<file path="config.mk">
export PLATFORM = sky130hd
export DESIGN_NAME = halflife_decay_timer_flat
export DESIGN_NICKNAME = d
export VERILOG_FILES = /design/src/rtl/halflife_decay_timer_pkg.sv /design/src/rtl/halflife_decay_timer_if.sv /design/src/rtl/halflife_decay_timer_prescaler.sv /design/src/rtl/halflife_decay_timer.sv /design/src/flat_wrapper.sv
export SDC_FILE = /design/constraint.sdc
export NUM_CORES = 1
export LEC_CHECK = 0
export ABC_AREA = 1
export CORE_ASPECT_RATIO = 0.75
export CORE_UTILIZATION = 62
export CTS_BUF_LIST = sky130_fd_sc_hd__clkbuf_4 sky130_fd_sc_hd__clkbuf_8
export CTS_CLUSTER_DIAMETER = 30
export DETAILED_ROUTE_END_ITERATION = 8
export PLACE_DENSITY = 0.9
export SLEW_MARGIN = 20
export SYNTH_ARGS = -nofsm -noshare
export SYNTH_HDL_FRONTEND = slang
export SYNTH_HIERARCHICAL = 1
export SYNTH_SLANG_ARGS = --single-unit
</file>
<file path="constraint.sdc">
create_clock -name clk -period 3.1 [get_ports clk]
set_input_delay 0.62 -clock clk [delete_from_list [all_inputs] [get_ports clk]]
set_output_delay 0.62 -clock clk [all_outputs]
set_load 0.1 [all_outputs]
</file>
<file path="src/rtl/halflife_decay_timer_pkg.sv">
// Shared types and helpers for the half-life decay timer: state encoding,
// command priority ordering and saturating add/sub helpers.
package halflife_pkg;

    typedef enum logic [1:0] {
        IDLE  = 2'd0,
        DECAY = 2'd1,
        DONE  = 2'd2
    } hl_state_t;

    // Commands listed from highest to lowest priority; CMD_NONE means
    // nothing was asserted this cycle.
    typedef enum logic [2:0] {
        CMD_NONE  = 3'd0,
        CMD_LOAD  = 3'd1,
        CMD_STOP  = 3'd2,
        CMD_START = 3'd3,
        CMD_UP    = 3'd4,
        CMD_DOWN  = 3'd5
    } hl_cmd_t;

    // Widest count the helpers below can handle.
    localparam int HL_MAX_W = 32;

    // Only the highest-priority asserted command survives.
    function automatic hl_cmd_t pick_cmd(input logic load, input logic stop,
                                         input logic start, input logic up,
                                         input logic down);
        if (load)  return CMD_LOAD;
        if (stop)  return CMD_STOP;
        if (start) return CMD_START;
        if (up)    return CMD_UP;
        if (down)  return CMD_DOWN;
        return CMD_NONE;
    endfunction

    // a + b clamped to 2^w - 1; operands are zero-extended w-bit values,
    // the one extra bit of headroom catches the carry out.
    function automatic logic [HL_MAX_W-1:0] sat_add(input logic [HL_MAX_W-1:0] a,
                                                    input logic [HL_MAX_W-1:0] b,
                                                    input int w);
        logic [HL_MAX_W:0] sum;
        logic [HL_MAX_W:0] lim;
        sum = {1'b0, a} + {1'b0, b};
        lim = ((HL_MAX_W+1)'(1) << w) - (HL_MAX_W+1)'(1);
        return (sum > lim) ? lim[HL_MAX_W-1:0] : sum[HL_MAX_W-1:0];
    endfunction

    // a - b clamped at zero.
    function automatic logic [HL_MAX_W-1:0] sat_sub(input logic [HL_MAX_W-1:0] a,
                                                    input logic [HL_MAX_W-1:0] b);
        return (a < b) ? '0 : (a - b);
    endfunction

endpackage

</file>
<file path="src/rtl/halflife_decay_timer_if.sv">
// Command/status bundle between the controlling logic and the decay timer.
interface halflife_decay_timer_if #(
    parameter int WIDTH  = 8,
    parameter int PER_W  = 16,
    parameter int HCNT_W = 4
);
    logic              load;
    logic [WIDTH-1:0]  load_val;
    logic              up;
    logic              down;
    logic [WIDTH-1:0]  step;
    logic              start;
    logic              stop;
    logic [PER_W-1:0]  period;
    logic [WIDTH-1:0]  count;
    logic              busy;
    logic              done;
    logic [HCNT_W-1:0] halvings;

    modport master (
        output load, load_val, up, down, step, start, stop, period,
        input  count, busy, done, halvings
    );

    modport slave (
        input  load, load_val, up, down, step, start, stop, period,
        output count, busy, done, halvings
    );
endinterface

</file>
<file path="src/rtl/halflife_decay_timer_prescaler.sv">
// Half-life prescaler: counts cycles while enabled and raises tick on the
// cycle whose edge should perform a halving. A period of 0 behaves as 1.
module halflife_prescaler #(
    parameter int PER_W = 16
) (
    input  logic             clk,
    input  logic             rst,
    input  logic             clr,
    input  logic             en,
    input  logic [PER_W-1:0] period,
    output logic             tick
);

    logic [PER_W-1:0] pre_q;
    logic [PER_W-1:0] last;

    // Terminal count; >= rather than == so that shrinking the period below
    // the current count fires on the very next edge instead of wrapping.
    always_comb begin
        last = (period == '0) ? '0 : period - PER_W'(1);
        tick = en && (pre_q >= last);
    end

    // Cycle counter, restarted by clr and on every tick.
    always_ff @(posedge clk or negedge rst) begin
        if (!rst) begin
            pre_q <= '0;
        end else if (clr || tick) begin
            pre_q <= '0;
        end else if (en) begin
            pre_q <= pre_q + PER_W'(1);
        end
    end

endmodule

</file>
<file path="src/rtl/halflife_decay_timer.sv">
// Half-life decay timer: saturating up/down/load counter that, once started,
// halves itself every `period` cycles until zero, then pulses done.
// HCNT_W must satisfy 2^HCNT_W > WIDTH so a full decay is countable.
module halflife_decay_timer
    import halflife_pkg::*;
#(
    parameter int WIDTH  = 8,
    parameter int PER_W  = 16,
    parameter int HCNT_W = 4
) (
    input logic                   clk,
    input logic                   rst,
    halflife_decay_timer_if.slave io
);

    hl_state_t         state_q, state_n;
    hl_cmd_t           cmd;
    logic [WIDTH-1:0]  cnt_q, cnt_n;
    logic [HCNT_W-1:0] halv_q, halv_n;
    logic              busy_q, done_q, done_n;
    logic              pre_clr;
    logic              tick;

    halflife_prescaler #(
        .PER_W (PER_W)
    ) u_prescaler (
        .clk    (clk),
        .rst    (rst),
        .clr    (pre_clr),
        .en     (state_q == DECAY),
        .period (io.period),
        .tick   (tick)
    );

    // State register.
    always_ff @(posedge clk or negedge rst) begin
        if (!rst) begin
            state_q <= IDLE;
        end else begin
            state_q <= state_n;
        end
    end

    // Next state and datapath values; one command acts per cycle.
    always_comb begin
        state_n = state_q;
        cnt_n   = cnt_q;
        halv_n  = halv_q;
        done_n  = 1'b0;
        pre_clr = 1'b0;
        cmd     = pick_cmd(io.load, io.stop, io.start, io.up, io.down);
        case (state_q)
            DECAY: begin
                case (cmd)
                    CMD_LOAD: begin
                        cnt_n   = io.load_val;
                        state_n = IDLE;
                    end
                    CMD_STOP: state_n = IDLE;
                    default: begin
                        // start/up/down are ignored while decaying
                        if (tick) begin
                            cnt_n  = cnt_q >> 1;
                            halv_n = (halv_q == '1) ? halv_q : halv_q + HCNT_W'(1);
                            if (cnt_n == '0) begin
                                state_n = DONE;
                                done_n  = 1'b1;
                            end
                        end
                    end
                endcase
            end
            default: begin
                case (cmd)
                    CMD_LOAD: begin
                        cnt_n   = io.load_val;
                        state_n = IDLE;
                    end
                    CMD_START: begin
                        halv_n  = '0;
                        pre_clr = 1'b1;
                        if (cnt_q != '0) begin
                            state_n = DECAY;
                        end else begin
                            state_n = DONE;
                            done_n  = 1'b1;
                        end
                    end
                    CMD_UP: begin
                        cnt_n   = WIDTH'(sat_add(HL_MAX_W'(cnt_q), HL_MAX_W'(io.step), WIDTH));
                        state_n = IDLE;
                    end
                    CMD_DOWN: begin
                        cnt_n   = WIDTH'(sat_sub(HL_MAX_W'(cnt_q), HL_MAX_W'(io.step)));
                        state_n = IDLE;
                    end
                    default: ;
                endcase
            end
        endcase
    end

    // Registered count, halvings and status flags.
    always_ff @(posedge clk or negedge rst) begin
        if (!rst) begin
            cnt_q  <= '0;
            halv_q <= '0;
            busy_q <= 1'b0;
            done_q <= 1'b0;
        end else begin
            cnt_q  <= cnt_n;
            halv_q <= halv_n;
            busy_q <= (state_n == DECAY);
            done_q <= done_n;
        end
    end

    assign io.count    = cnt_q;
    assign io.halvings = halv_q;
    assign io.busy     = busy_q;
    assign io.done     = done_q;

endmodule

</file>
<file path="src/flat_wrapper.sv">
// flat-port wrapper written by rule: the top's interface ports become plain ports
module halflife_decay_timer_flat import halflife_pkg::*;
#(
    parameter int WIDTH  = 8,
    parameter int PER_W  = 16,
    parameter int HCNT_W = 4
)
  (clk, rst, io_load, io_load_val, io_up, io_down, io_step, io_start, io_stop, io_period, io_count, io_busy, io_done, io_halvings);
  halflife_decay_timer_if #(.WIDTH(WIDTH), .PER_W(PER_W), .HCNT_W(HCNT_W)) io_i ();
  input logic clk;
  input logic rst;
  input wire logic [$bits(io_i.load)-1:0] io_load;
  input wire logic [$bits(io_i.load_val)-1:0] io_load_val;
  input wire logic [$bits(io_i.up)-1:0] io_up;
  input wire logic [$bits(io_i.down)-1:0] io_down;
  input wire logic [$bits(io_i.step)-1:0] io_step;
  input wire logic [$bits(io_i.start)-1:0] io_start;
  input wire logic [$bits(io_i.stop)-1:0] io_stop;
  input wire logic [$bits(io_i.period)-1:0] io_period;
  output wire logic [$bits(io_i.count)-1:0] io_count;
  output wire logic [$bits(io_i.busy)-1:0] io_busy;
  output wire logic [$bits(io_i.done)-1:0] io_done;
  output wire logic [$bits(io_i.halvings)-1:0] io_halvings;
  assign io_i.load = io_load;
  assign io_i.load_val = io_load_val;
  assign io_i.up = io_up;
  assign io_i.down = io_down;
  assign io_i.step = io_step;
  assign io_i.start = io_start;
  assign io_i.stop = io_stop;
  assign io_i.period = io_period;
  assign io_count = io_i.count;
  assign io_busy = io_i.busy;
  assign io_done = io_i.done;
  assign io_halvings = io_i.halvings;
  halflife_decay_timer #(.WIDTH(WIDTH), .PER_W(PER_W), .HCNT_W(HCNT_W)) u_core (.clk(clk), .rst(rst), .io(io_i));
endmodule
</file>
==> reports/metrics.yaml <==
die:
  fp.dieH_um: 68.8
  initial_utilization_pct: 66.7
  rows: 23
  fp.dieW_um: 91.0
  io-pin-count: 53
  core_area_mm2: 0.00553
  die-area_mm2: 0.00626
flow_run:
  cap_violations: 0
yosys:
  synth_cell_type_count: 41
  synth_top_family_by_area: "simple AND/OR/NAND/NOR gates"
  synth_fa_ha_area_share_pct: 13.3
  yosys.area_share.simple_pct: 39.9
  synthArstFlopShare_pct: 100
  ys_ff_latch: 32
  synth_mux_area_share_pct: 0
  syn_nets: 638
  avgSynthCellArea_um2: 6.57
  ys.flop_type: "dfrtp_1"
  yosys_warnings: 6
  yosysSeqAreaShare_pct: 21.7
  synth-compound-area-share_pct: 9.85
  netlist_instances: 561
  synthXorXnorAreaFrac_pct: 5.94
  synthesis.area_mm2: 0.00368
  synth_edf_count: 0
power:
  vdd_drop_max_mv: 0.332
  power.total_mw: 2.26
  p_per_area_mw_per_mm2: 461
  p_leak_nw: 2.51
worst_setup_path:
  critical_path_buf_inv_count: 4
  end_kind: "register"
  slowest_stage: "ha_4"
  worstPathCellList: "dlygate4sd2_1 > nor2_1 > nand2_1 > buf_4 > nor2_4 > a21oi_1 > nand3b_1 > ha_4 > nand2_2 > nor3_2 > nand2_1 > nand2_1 > nand2_2 > inv_2 > inv_4 > nand3_4 > nand3_4 > nor2_2 > nand2_1 > nand2_1"
  worstSetupStartpointType: "primary input"
  cp_data_required_time_ps: 3310
  crit_fanout: 8
  critPathTopFamily: "simple AND/OR/NAND/NOR gates"
  max_stage_delay_ps: 350
  worstPathArrival_ps: 3380
  cp_common_cell: "nand2_1"
  path_class: "in -> reg"
route:
  drtPass1Iterations: 5
  drc: 0
  wl_per_cell_um: 18.0
  drt.antenna.violating_nets: 0
  wl_um: 13200
  drt-initial-drc-count: 651
  vias_per_cell: 6.18
  vias: 4518
placed_design:
  dp.final_hpwl_um: 8430
  place_inst: 715
  dpl-instance-area_mm2: 0.00450
  gp_congestion: 0.931
  io_buffers: 52
clocking:
  cts_sinks: 32
  cts_tree: "done"
  htree_levels: 2
  cts_inserted_buffers: 5
  clkLatencyLatePin_ps: 290
  clockBufferDepth: 2
  cts.clk_slew.worst_paths_ps: 70
  root_buffer: "clkbuf_8"
  hold_buffers: 0
final_layout:
  fin_area_mm2: 0.00491
  nets: 732
  syn_to_final_growth_pct: 33.2
  drive_above_1_share_pct: 24.4
  seq_area_um2: 801
  multi_input_area_mm2: 0.00281
  num_antenna_cells: 0
  stdcell_count: 731
  final_common_cell: "nand2_1"
  final_cell_mix: "144 x nand2_1, 65 x inv_1, 56 x buf_4"
  fillers: 284
timing:
  fin_crit_ps: 3170
  max_freq_ghz: 0.316
  finalSetupViolCount: 3
  relSlewSlack_pct: 68.8
  fin_crit_sh_pct: 102
  fin_skew_ps: 11.7
  worstMarginPinSlew_ps: 468
  hold_viol_final: 0
  slew_violations: 0
  fin_ws_ps: -66.4
global_routing:
  grt_start_max_net_pins: 33
  grt_use_met1_pct: 52.0
  grt_use_met3_pct: 7.57
  busiest_layer: "met2"
  antenna_found_initial: 0
  grtUsageMet2_pct: 64.1
  first_global_vias: 4001
  gr-total-overflow: 0
  grt_use_total_pct: 38.5
  grt_pass1_wl_um: 18800
status:
  status: "complete, but fails checks"
  violations: "setup timing"
min_path:
  worstHoldPathType: "reg -> reg"
==> worst reg2reg max path, delay by kind of cell (launching register included) <==
kind                       cells  cell delay [ps]
adders and majority gates      2              680
and+or+nand+nor                6              550
DFF                            1              440
xor gates and xnor gates       1              310
buffers and inverters          2              190
AOI/OAI and AO/OA              1               90
==> Yosys cell counts (all sizes together), types with 2 or more instances <==
library cell,n,share of area [%]
nand3,53,7.8
a21oi,35,5.4
xnor2,6,1.4
nor2,70,8.1
nor3,10,1.9
and2,3,0.54
nand3b,2,0.41
dfrtp,32,22
o211ai,5,1.4
ha,36,12
clkbuf,3,0.31
nand2,160,17
nand4,12,2.0
o21bai,2,0.41
buf,9,1.6
xor2,19,4.5
nor4,3,0.51
o21ai,16,2.3
or2,7,1.2
fa,2,1.1
inv,71,7.2
==> layout make-up <==
| type | instances | share of cell area, % |
|---|---|---|
| flip-flops and latches | 32 | 16.3 |
| clock inverters | 2 | 0.714 |
| multi-input cells | 446 | 57.3 |
| inverters | 72 | 5.56 |
| well taps | 75 | 1.91 |
| clock buffers | 6 | 1.56 |
| repair buffers | 98 | 16.6 |
==> stage by stage <==
stage / setup TNS [ps] / hold WS (ps) / worst slack [ps] / utilization, %
after global routing: -386 / 620 / -76.2 / 88.8
after global placement: -8640 / 527 / -516 / 81.4
final: -98.0 / 580 / -66.4 / 88.8
after CTS: 0 / 569 / 4.71 / 86.8
after detailed placement: -12120 / 550 / -647 / 81.4
after floorplan: 0 / 324 / 154 / -
==> metal layers <==
layer  wire (um)  part of all wire, %
met5           0                    0
met4         557                  4.2
met3        1590                   12
met2        5800                   44
met1        5220                   40
==> sequential cells by signal (all words and copies together) (netlist names) <==
name                      flops
u_core/io.count               8
u_core/io.halvings            4
u_core/u_prescaler/pre_q     16
u_core/io.busy                1
u_core/state_q                2
u_core/io.done                1
==> logic make-up after synthesis <==
family / after synthesis
compound gates: 60
simple gates: 322
fa+ha+maj: 38
xor+xnor: 25
buf+inv: 84
flops: 32
==> timing repair <==
action,4_1_cts,5_1_grt
endpoints found under the setup margin,16,16
pin swaps,21,29
gates resized for setup,48,47
gates cloned,1,0
endpoints found under the hold margin,0,0
setup buffers,5,2
==> report_power, final <==
group          switching (mW)  internal, mW  leakage (nW)
Sequential              0.107         0.471         0.427
Combinational           0.867         0.412          2.02
Clock                   0.159         0.247        0.0586
Total                    1.13          1.13          2.51
==> worst paths after layout <==
path	slack, ps	endpoint	startpoint	depth (start not counted)
setup / recovery	-70	u_core/io.count[1]	io_period[9]	20
hold / removal	580	u_core/io.halvings[0]	u_core/io.halvings[0]	2
setup reg to reg	720	u_core/io.count[4]	u_core/io.count[0]	12
hold reg to reg	580	u_core/io.halvings[0]	u_core/io.halvings[0]	2
max in group asynchronous	2050	u_core/io.count[5]	rst	2
min in group asynchronous	730	u_core/io.halvings[3]	rst	2
(Power assumes the default switching activity.)
